File: src/rtl/lsu_pkg.sv
// lsu_pkg: size encodings, FSM states and alignment rule for mem_access_unit.
package lsu_pkg;
   localparam logic [1:0] SZ_BYTE = 2'b00;
   localparam logic [1:0] SZ_HALF = 2'b01;
   localparam logic [1:0] SZ_WORD = 2'b10;

   typedef enum logic [1:0] {IDLE, READ, WRITE, RESP} state_t;

   function automatic logic is_misaligned(input logic [1:0] size, input logic [1:0] off);
      return (size == 2'b11) || (size == SZ_HALF && off[0]) || (size == SZ_WORD && off != 2'b00);
   endfunction
endpackage

File: src/rtl/lsu_lane_align.sv
// lsu_lane_align: little-endian lane extract with sign/zero extension, and lane merge for sub-word stores.
module lsu_lane_align
   import lsu_pkg::*;
(
   input  logic [31:0] i_word,
   input  logic [1:0]  i_off,
   input  logic [1:0]  i_size,
   input  logic        i_signed,
   input  logic [31:0] i_old,
   input  logic [31:0] i_wdata,
   output logic [31:0] o_rdata,
   output logic [31:0] o_merged
);
   logic [4:0]  w_sh;
   logic [31:0] w_shifted;
   logic [31:0] w_mask;

   // halves are addressed by offset bit 1 only; bytes by both offset bits
   assign w_sh      = (i_size == SZ_HALF) ? {i_off[1], 4'b0000} : {i_off, 3'b000};
   assign w_shifted = i_word >> w_sh;
   assign w_mask    = ((i_size == SZ_BYTE) ? 32'h0000_00FF :
                       (i_size == SZ_HALF) ? 32'h0000_FFFF : 32'hFFFF_FFFF) << w_sh;

   assign o_rdata  = (i_size == SZ_BYTE) ? {{24{i_signed & w_shifted[7]}}, w_shifted[7:0]} :
                     (i_size == SZ_HALF) ? {{16{i_signed & w_shifted[15]}}, w_shifted[15:0]} : i_word;
   assign o_merged = (i_old & ~w_mask) | ((i_wdata << w_sh) & w_mask);
endmodule

File: src/rtl/mem_access_unit.sv
// mem_access_unit: byte-addressed load/store initiator for a word-addressed data memory;
// sub-word stores are done as read-modify-write, misaligned requests never touch memory.
module mem_access_unit
   import lsu_pkg::*;
#(
   parameter int ADDR_W = 8
) (
   input  logic              clk,
   input  logic              rst,
   input  logic              req_valid,
   output logic              req_ready,
   input  logic              req_write,
   input  logic [1:0]        req_size,
   input  logic              req_signed,
   input  logic [31:0]       req_addr,
   input  logic [31:0]       req_wdata,
   output logic              resp_valid,
   output logic              resp_err,
   output logic [31:0]       resp_rdata,
   output logic [ADDR_W-1:0] dm_addr,
   output logic [31:0]       dm_data_in,
   output logic              dm_write_enable,
   output logic              dm_read_enable,
   input  logic [31:0]       dm_data_out
);
   state_t            r_state, w_next;
   logic              r_write, r_signed, r_err;
   logic [1:0]        r_size, r_off;
   logic [31:0]       r_wdata, r_merge, r_rdata;
   logic [ADDR_W-1:0] r_addr;
   logic              w_mis;
   logic [31:0]       w_ext, w_merged;
   logic              w_unused;

   assign w_mis      = is_misaligned(req_size, req_addr[1:0]);
   assign w_unused   = ^req_addr[31:ADDR_W+2];
   assign dm_addr    = r_addr;
   assign resp_rdata = r_rdata;

   lsu_lane_align u_align (
      .i_word   (dm_data_out),
      .i_off    (r_off),
      .i_size   (r_size),
      .i_signed (r_signed),
      .i_old    (r_merge),
      .i_wdata  (r_wdata),
      .o_rdata  (w_ext),
      .o_merged (w_merged)
   );

   always_comb begin
      w_next          = r_state;
      req_ready       = 1'b0;
      resp_valid      = 1'b0;
      resp_err        = 1'b0;
      dm_read_enable  = 1'b0;
      dm_write_enable = 1'b0;
      dm_data_in      = 32'h0;
      case (r_state)
         IDLE: begin
            req_ready = ~rst;
            if (req_valid)
               w_next = w_mis ? RESP : (req_write && req_size == SZ_WORD) ? WRITE : READ;
         end
         READ: begin
            dm_read_enable = 1'b1;
            w_next         = r_write ? WRITE : RESP;
         end
         WRITE: begin
            dm_write_enable = 1'b1;
            dm_data_in      = w_merged;
            w_next          = RESP;
         end
         default: begin
            resp_valid = 1'b1;
            resp_err   = r_err;
            w_next     = IDLE;
         end
      endcase
   end

   always_ff @(posedge clk or posedge rst) begin
      if (rst) begin
         r_state  <= IDLE;
         r_write  <= 1'b0;
         r_signed <= 1'b0;
         r_err    <= 1'b0;
         r_size   <= SZ_BYTE;
         r_off    <= 2'b00;
         r_wdata  <= 32'h0;
         r_merge  <= 32'h0;
         r_rdata  <= 32'h0;
         r_addr   <= '0;
      end else begin
         r_state <= w_next;
         if (r_state == IDLE && req_valid) begin
            r_write  <= req_write;
            r_signed <= req_signed;
            r_size   <= req_size;
            r_off    <= req_addr[1:0];
            r_wdata  <= req_wdata;
            r_err    <= w_mis;
            r_rdata  <= 32'h0;
            // a rejected request leaves the memory address bus untouched
            if (!w_mis) r_addr <= req_addr[ADDR_W+1:2];
         end
         if (r_state == READ) begin
            if (r_write) r_merge <= dm_data_out;
            else         r_rdata <= w_ext;
         end
      end
   end
endmodule

File: config.mk
export PLATFORM = sky130hd
export DESIGN_NAME = mem_access_unit
export DESIGN_NICKNAME = d
export VERILOG_FILES = /design/src/rtl/lsu_pkg.sv /design/src/rtl/lsu_lane_align.sv /design/src/rtl/mem_access_unit.sv
export SDC_FILE = /design/constraint.sdc
export NUM_CORES = 1
export LEC_CHECK = 0
export ABC_AREA = 1
export CAP_MARGIN = 15
export CORE_MARGIN = 4
export CORE_UTILIZATION = 45
export DETAILED_ROUTE_END_ITERATION = 10
export HOLD_SLACK_MARGIN = 0.06
export PLACE_DENSITY = 0.81
export RECOVER_POWER = 50
export SYNTH_ARGS = -nofsm -noshare
export SYNTH_HDL_FRONTEND = slang
export SYNTH_SLANG_ARGS = --single-unit
export TNS_END_PERCENT = 30
File: constraint.sdc
create_clock -name clk -period 11.05 [get_ports clk]
set_input_delay 2.21 -clock clk [delete_from_list [all_inputs] [get_ports clk]]
set_output_delay 2.21 -clock clk [all_outputs]
set_load 0.02 [all_outputs]
Yosys cells after proc, flatten, opt, wreduce, memory -nomap -nowiden
Cells that the tools add are included.

Bits of input ports: 103. Flip-flop bits (word level): 113. Word-level logic and storage cells: 59.

Bitwise operators: 8. Shifts and indexed selects: 3. Multiplexer cells: 19. Equal/unequal tests: 7. Reductions and logical operators: 12.

Operators with widths (number): $mux W32 (8); $and A32 B32 Y32 (2); $shl A32 B5 Y32 (2); $not A32 Y32 (1); $or A32 B32 Y32 (1); $shr A32 B5 Y16 (1); $eq A2 B1 Y1 const B (3); $eq A2 B2 Y1 const B (3); $mux W1 (6); $mux W2 (3); $pmux W2 S3 (1); $logic_and A1 B1 Y1 (4); $logic_not A2 Y1 (2); $mux W4 (1); $reduce_and A2 Y1 (2); $reduce_or A3 Y1 (1); $and A1 B1 Y1 (2); $logic_or A1 B1 Y1 (2); $ne A2 B2 Y1 const B (1); $not A1 Y1 (2); $reduce_bool A2 Y1 (1).

Logic depth before layout (Yosys ltp)
Gate-level depths: netlist of run 1.

Depth in word-level cells: 8. Mapped depth: 13. Gate-level depth less buffers: 11.

Modules after synthesis
Synthesis of run 1 repeated with hierarchy kept, for this count alone.

Cell total of the unflattened synthesis: 877. Area, all modules: 6696.4 um^2.

By module, submodules not included: mem_access_unit (cells an instance 511, sequential area each 2827.7 um^2, times used 1, area an instance 4904.7 um^2); lsu_lane_align (cells an instance 366, sequential area each 0.0 um^2, times used 1, area an instance 1791.7 um^2).

Worst setup path after synthesis of run 1
OpenSTA, ideal clock, no wires.

Path type: input -> output. From: input port rst. To: output port req_ready. Arrival: 2503 ps. Buffers on the path: 0. Stages on the path: 1. Path slack: 6337 ps. Path through: nor2_1.

Word-level cells in the longest chain between the ends: 2.

RTL lines: start: declaration (RTL line mem_access_unit.sv:9) `input logic rst,`; $not A1 Y1 (RTL line mem_access_unit.sv:61) `req_ready = ~rst;`; $mux W1 (RTL line mem_access_unit.sv:59) `case (r_state)`; end: declaration (RTL line mem_access_unit.sv:11) `output logic req_ready,`.

Every way passes these cells.

Worst setup path in the final report of run 1
From: register r_size[1]. To: output port dm_data_in[16].

Word-level cells in the longest chain between the ends: 8. Elaborated cells between the ends (all ways): 12.

RTL lines: start: declaration (RTL line mem_access_unit.sv:28) `logic [1:0] r_size, r_off;`; start signal: assignment (RTL line mem_access_unit.sv:99) `r_size <= req_size;`; $eq A2 B1 Y1 (RTL line lsu_lane_align.sv:19, lsu_lane_align.sv:22); $mux W32 (RTL line lsu_lane_align.sv:22) `(i_size == SZ_HALF) ? 32'h0000_FFFF : 32'hFFFF_FFFF) << w_sh;`; $mux W32 (RTL line lsu_lane_align.sv:21) `assign w_mask = ((i_size == SZ_BYTE) ? 32'h0000_00FF :`; $shl A32 B5 Y32 (RTL line lsu_lane_align.sv:21); $not A32 Y32 (RTL line lsu_lane_align.sv:26) `assign o_merged = (i_old & ~w_mask) | ((i_wdata << w_sh) & w_mask);`; $and A32 B32 Y32 (RTL line lsu_lane_align.sv:26); $or A32 B32 Y32 (*) (RTL line lsu_lane_align.sv:26); $mux W32 (*) (RTL line mem_access_unit.sv:59); end: declaration (RTL line mem_access_unit.sv:21) `output logic [31:0] dm_data_in,`.

Mark *: on every way between the ends. The rest lies on a longest branch, timed or not.

==> results.tsv, run 1 <==
stage	metric	value	unit
die	Initial Utilization	0.463	
clock_network	PostCTS Resize Cnt	0	
clock_network	CTS Sinks	113	
synth	cell taking the most area after synthesis	dfrtp_1	
synth	area of the mapped netlist	6150	µm²
clock_network	H-tree levels	4	
routing	wire per inst	16.7	µm
final_layout	Storage cell area	2830	µm²
synth	cells after synthesis	813	
timing	final critical-path share of the clock period	0.521	
global_route	grt ovf	0	
power_and_ir_drop	Tot Pwr	2.69	mW
critical_path	critical path's slowest cell	dfrtp_1	
min_path	Hold Path Class	reg2reg	
clock_network	clk_lat worst skew	0.42	ns
global_route	Global Route Usage Sum	0.246	
die	die area	15600	µm²
die	Horiz. Die Dim	125	µm
outcome	violations in the final reports	capacitance limit, slew limit	
global_route	global-route wire length before repair	30800	µm
outcome	outcome	finished, violations left	
routing	drt via density	5.32	
critical_path	Slowest Stage Delay on Critical Path	0.96	ns
power_and_ir_drop	Leakage Power	4.05	nW
run	Max Cap Viol	2	
timing	Setup Total Neg Slack	0	ns
synth	Yosys cell types	32	
routing	DRT Pass-1 Iters	6	
timing	final worst slack	5.29	ns
critical_path	CP Cell Sequence	inv_4 > nand2_8 > nand2_8 > nand2_2 > inv_2 > nand2_1 > nand4_1 > a21oi_1 > clkdlybuf4s50_1	
clock_network	root buffer cell	clkbuf_16	
timing	Hold Violations, Final	0	
routing	uppermost layer routed	met4	
timing	maximum clock rate	174	MHz
critical_path	Worst Path Arrival	3.55	ns
global_route	vias in the first global route	5899	
routing	Routed met3 length	1830	µm
placed_design	Post-DP HPWL	13500	µm
synth	largest cells by area after synthesis	dfrtp_1 46%, nand2_1 17%, o21ai_0 8.4%, inv_1 4.1%, nand3_1 3.9%	
clock_network	CTS tree	built	
critical_path	kind of critical path	reg2out	
synth	syn avg cell area	7.57	µm²
final_layout	area delta synth->final	36.0	%
critical_path	crit path launch type	flip-flop	
clock_network	CTS buffer count	17	
timing	Hold WS	0.463	ns
critical_path	crit-path max FO	34	
timing	Clock Skew	0.00932	ns
final_layout	ratio of cells with drive above 1 in the final layout	0.0814	
die	num rows	42	
critical_path	CP most frequent cell	nand2_8	
final_layout	Layout Utilization	0.629	
placed_design	PortBufs	157	
timing	Least-Margin Pin Slew	2.84	ns
routing	Vias	6042	
synth	Seq cells post-synth	113	
synth	post-synth top area share	0.460	
die	core area	13300	µm²
clock_network	Clock Pin Slew Worst Setup and Hold Paths	0.05	ns
routing	met1 WL	8100	µm
timing	Slew headroom	-0.901	
final_layout	commonest non-fill, non-tap cell in the layout	nand2_1	
routing	WL final	18900	µm
clock_network	# Post-CTS Setup Buffers	0	
critical_path	Crit. End Element	output pin	
timing	Setup-failing EPs final	0	
final_layout	fill cell count	1129	
placed_design	Placement Setup Slack	5.44	ns
synth	synthesis warning total	0	
clock_network	CTS Buffer Depth	2	
power_and_ir_drop	Max VDD drop	0.150	mV
timing	max-slew violation count	114	
routing	met2 WL	8520	µm
timing	unrepaired setup endpoints after global routing	false	
final_layout	commonest non-fill, non-tap cells in the layout	277 x nand2_1, 113 x dfrtp_1, 109 x clkdlybuf4s50_1	
routing	DRC errors left	0	
clock_network	hold_buf cts	0	
synth	register area share after synthesis	0.460	
routing	DRT antenna net count	0	
synth	Syn Nets	920	
final_layout	Final nets	1053	
global_route	initial antenna violation count	2	
critical_path	CP required	8.84	ns
global_route	largest net degree at the start of global routing	66	
critical_path	R2R Setup Slk	7.24	ns
placed_design	routability congestion estimate	0.928	
power_and_ir_drop	Power per Cell Area	321	nW/µm²
die	I/O pin total	180	
final_layout	multi-input logic area	2780	µm²
timing	Final Critical Period	5.76	ns
die	Die Y	125	µm
routing	Detailed Route Iter0 Violations	874	
-- stage by stage --
| stage | cell area (µm²) | instances |
|---|---|---|
| 2_1_floorplan | 6150 | 813 |
| 3_3_place_gp | 7730 | 1103 |
| 3_5_place_dp | 7730 | 1103 |
| 4_1_cts | 8370 | 1134 |
| 5_1_grt | 8370 | 1136 |
| 6_report | 8370 | 1136 |
-- registers in the layout, summed over array words and instances (netlist names) --
| name | cells |
|---|---|
| r_write | 1 |
| r_wdata | 32 |
| r_signed | 1 |
| dm_addr | 8 |
| r_size | 2 |
| r_merge | 32 |
| r_err | 1 |
| r_off | 2 |
| resp_rdata | 32 |
| r_state | 2 |
-- worst paths after layout --
kind                                  from             end  cells after the start
worst max-delay path             r_size[1]  dm_data_in[16]                      9
worst min-delay path            dm_addr[4]      dm_addr[4]                      2
worst max register to register  r_state[0]     r_wdata[11]                      6
worst min register to register  dm_addr[4]      dm_addr[4]                      2
max in group asynchronous              rst      r_merge[6]                      3
min in group asynchronous              rst      dm_addr[5]                      2
-- report_power, final --
part	switching (mW)	leakage, nW	internal, mW
sequential	0.138	1.41	0.603
clock	0.189	0.318	0.407
combinational	0.841	2.32	0.510
total	1.17	4.05	1.52
-- final cells by class --
class                           count  share of cell area
Antenna cell                        2            0.000598
Inverter                           75              0.0344
Clock inverter                     12              0.0224
Clock buffer                       19              0.0541
Multi-Input combinational cell    577               0.332
Timing Repair Buffer              162               0.192
Tap cell                          176              0.0263
Sequential cell                   113               0.338
-- worst max-delay path, delay by kind of cell (launching register included) --
kind                   cells  cell delay (ns)
AO/OA/AOI/OAI              1             0.21
buffers and inverters      3             1.09
flip-flops                 1             0.96
AND/OR/NAND/NOR            5             0.84
-- kinds of logic (layout without fill, tap and decap cells) --
group / count (synthesis) / after routing / share of synthesized area
simple gates: 397 / 397 / 0.286
compound gates: 168 / 168 / 0.143
buf+inv: 123 / 268 / 0.0880
flops: 113 / 113 / 0.460
mux: 8 / 8 / 0.0146
fa+ha+maj: 4 / 4 / 0.00813
other cells: 0 / 2 / 0
-- per-layer routing --
metal,vias to the layer above,GRT usage
met2,298,0.373
met3,42,0.0870
met4,0,0.0842
met5,-,0
li1,2890,-
met1,2812,0.331
-- cells in the mapped netlist (all sizes together) --
library cell  count
a21oi            46
a22oi             2
buf              18
clkbuf           30
dfrtp           113
ha                4
inv              75
mux2              8
nand2           284
nand3            61
nand4             7
nor2             33
nor3              9
o211ai           13
o21ai           106
o311ai            1
or2               3
Power figures use the tool's default switching activity.
==> run 2, diff against run 1 <==
clock period = 5.9 ns   (was 11.05 ns; I/O delays follow)
==> run 2 against run 1 <==
  * The run still ends with capacitance limit, slew limit left
  * Clock power up 56%
  * Critical path depth is the same
  * First-iteration DRC count decreased by 26%
  * Register-to-register slack worse by 5.2 ns
  * Sequential cell count unchanged
  * Die area unchanged
  * Critical path type unchanged
==> results.tsv, run 2 (synthesis results as in run 1) <==
stage	metric	value	unit	change
placed_design	routability congestion estimate	0.918		-1.0%
routing	WL final	18700	µm	-1.3%
critical_path	kind of critical path	reg2out		
timing	Hold Violations, Final	0		unchanged
timing	Setup Total Neg Slack	0	ns	unchanged
global_route	largest net degree at the start of global routing	82		+24%
clock_network	CTS tree	built		
timing	Final Critical Period	4.69	ns	
timing	Clock Skew	0.0116	ns	+0.00232 ns
clock_network	Clock Pin Slew Worst Setup and Hold Paths	0.05	ns	about the same
global_route	vias in the first global route	5850		-0.83%
die	Horiz. Die Dim	125	µm	unchanged
timing	maximum clock rate	213	MHz	
power_and_ir_drop	Leakage Power	4.04	nW	-0.22%
clock_network	root buffer cell	clkbuf_16		
timing	max-slew violation count	187		+64%
routing	wire per inst	16.5	µm	-1.1%
clock_network	CTS Sinks	113		unchanged
timing	final critical-path share of the clock period	0.795		
die	Initial Utilization	0.463		unchanged
routing	Detailed Route Iter0 Violations	649		-26%
routing	DRC errors left	0		unchanged
critical_path	Crit. End Element	output pin		
die	die area	15600	µm²	unchanged
clock_network	H-tree levels	4		unchanged
critical_path	Worst Path Arrival	3.51	ns	-0.04 ns
final_layout	ratio of cells with drive above 1 in the final layout	0.0794		-0.00200
power_and_ir_drop	Max VDD drop	0.288	mV	+91%
clock_network	CTS Buffer Depth	2		unchanged
clock_network	PostCTS Resize Cnt	0		unchanged
die	num rows	42		unchanged
final_layout	diode count	0		-2
timing	Least-Margin Pin Slew	3.65	ns	+0.817 ns
critical_path	crit-path max FO	34		unchanged
global_route	global-route wire length before repair	30200	µm	-2.1%
timing	Slew headroom	-1.45		-0.547
timing	Setup-failing EPs final	0		unchanged
final_layout	commonest non-fill, non-tap cells in the layout	277 x nand2_1, 120 x clkdlybuf4s50_1, 113 x dfrtp_1		
critical_path	crit path launch type	flip-flop		
final_layout	area delta synth->final	34.3	%	
global_route	Global Route Usage Sum	0.240		-0.00651
clock_network	# Post-CTS Setup Buffers	0		unchanged
outcome	violations in the final reports	capacitance limit, slew limit		
final_layout	Final nets	1053		unchanged
placed_design	PortBufs	157		unchanged
final_layout	commonest non-fill, non-tap cell in the layout	nand2_1		
routing	Vias	6034		-0.13%
placed_design	Placement Setup Slack	1.72	ns	-3.72 ns
clock_network	hold_buf cts	0		unchanged
routing	DRT Pass-1 Iters	5		-1
global_route	initial antenna violation count	0		-2
routing	drt via density	5.33		+0.13%
global_route	grt ovf	0		unchanged
min_path	Hold Path Class	reg2reg		
die	I/O pin total	180		unchanged
timing	unrepaired setup endpoints after global routing	false		
clock_network	CTS buffer count	17		unchanged
clock_network	clk_lat worst skew	0.42	ns	about the same
timing	final worst slack	1.21	ns	-4.08 ns
routing	DRT antenna net count	0		unchanged
outcome	outcome	finished, violations left		
die	core area	13300	µm²	unchanged
placed_design	Post-DP HPWL	13200	µm	-2.0%
run	Max Cap Viol	3		+1
die	Die Y	125	µm	unchanged
critical_path	CP required	4.72	ns	-4.12 ns
power_and_ir_drop	Power per Cell Area	585	nW/µm²	+82%
## run 2: path summary, 6_finish.rpt
| check | startpoint | endpoint | slack (ns) | cells past startpoint |
|---|---|---|---|---|
| min in group asynchronous | rst | dm_addr[3] | 2.32 | 2 |
| worst min-delay path | dm_addr[1] | dm_addr[1] | 0.46 | 2 |
| worst max register to register | r_state[0] | r_wdata[8] | 2.01 | 7 |
| max in group asynchronous | rst | r_merge[6] | 1.93 | 3 |
| worst max-delay path | r_size[1] | dm_data_in[16] | 1.21 | 9 |
| worst min register to register | dm_addr[1] | dm_addr[1] | 0.46 | 2 |
## run 2: cell type report
| class | count | area, µm² |
|---|---|---|
| fillers | 1187 | 5030 |
| multi-input cells | 577 | 2780 |
| repair buffers | 162 | 1600 |
| flip-flops and latches | 113 | 2830 |
| clock inverters | 6 | 30.0 |
| clock buffers | 24 | 512 |
| inverters | 75 | 288 |
| well taps | 176 | 220 |
## run 2: metal layers
metal | global-route usage | vias to the layer above | routed length (µm)
met2 | 0.366 | 277 | 8390
met5 | 0 | - | 0
met3 | 0.0806 | 32 | 1650
met4 | 0.0727 | 0 | 334
met1 | 0.326 | 2829 | 8300
li1 | - | 2896 | -
## run 2: worst max-delay path, stage by stage (launching register included)
cell	delay (ns)
dfrtp_1	0.93
inv_4	0.21
nand2_8	0.17
nand2_8	0.17
nand2_2	0.34
inv_2	0.21
nand2_1	0.10
nand4_1	0.08
a21oi_1	0.21
clkdlybuf4s50_1	0.66
## run 2: metrics by stage
step / total power [mW] / cell area (µm²) / hold slack, ns / utilization / cells
floorplan: 3.04 / 6150 / 0.441 / - / 813
global placement: 3.86 / 7730 / 0.454 / 0.581 / 1103
finish: 4.83 / 8260 / 0.461 / 0.621 / 1133
global route: 5.18 / 8260 / 0.474 / 0.621 / 1133
CTS: 4.86 / 8270 / 0.471 / 0.622 / 1133
detailed placement: 3.90 / 7730 / 0.458 / 0.581 / 1103
## run 2: power by group
group          switching [mW]  total (mW)  internal (mW)  leakage [nW]
sequential              0.249        1.38           1.13          1.41
clock                   0.342       0.934          0.592         0.277
combinational            1.58        2.52          0.942          2.35
total                    2.17        4.83           2.66          4.04
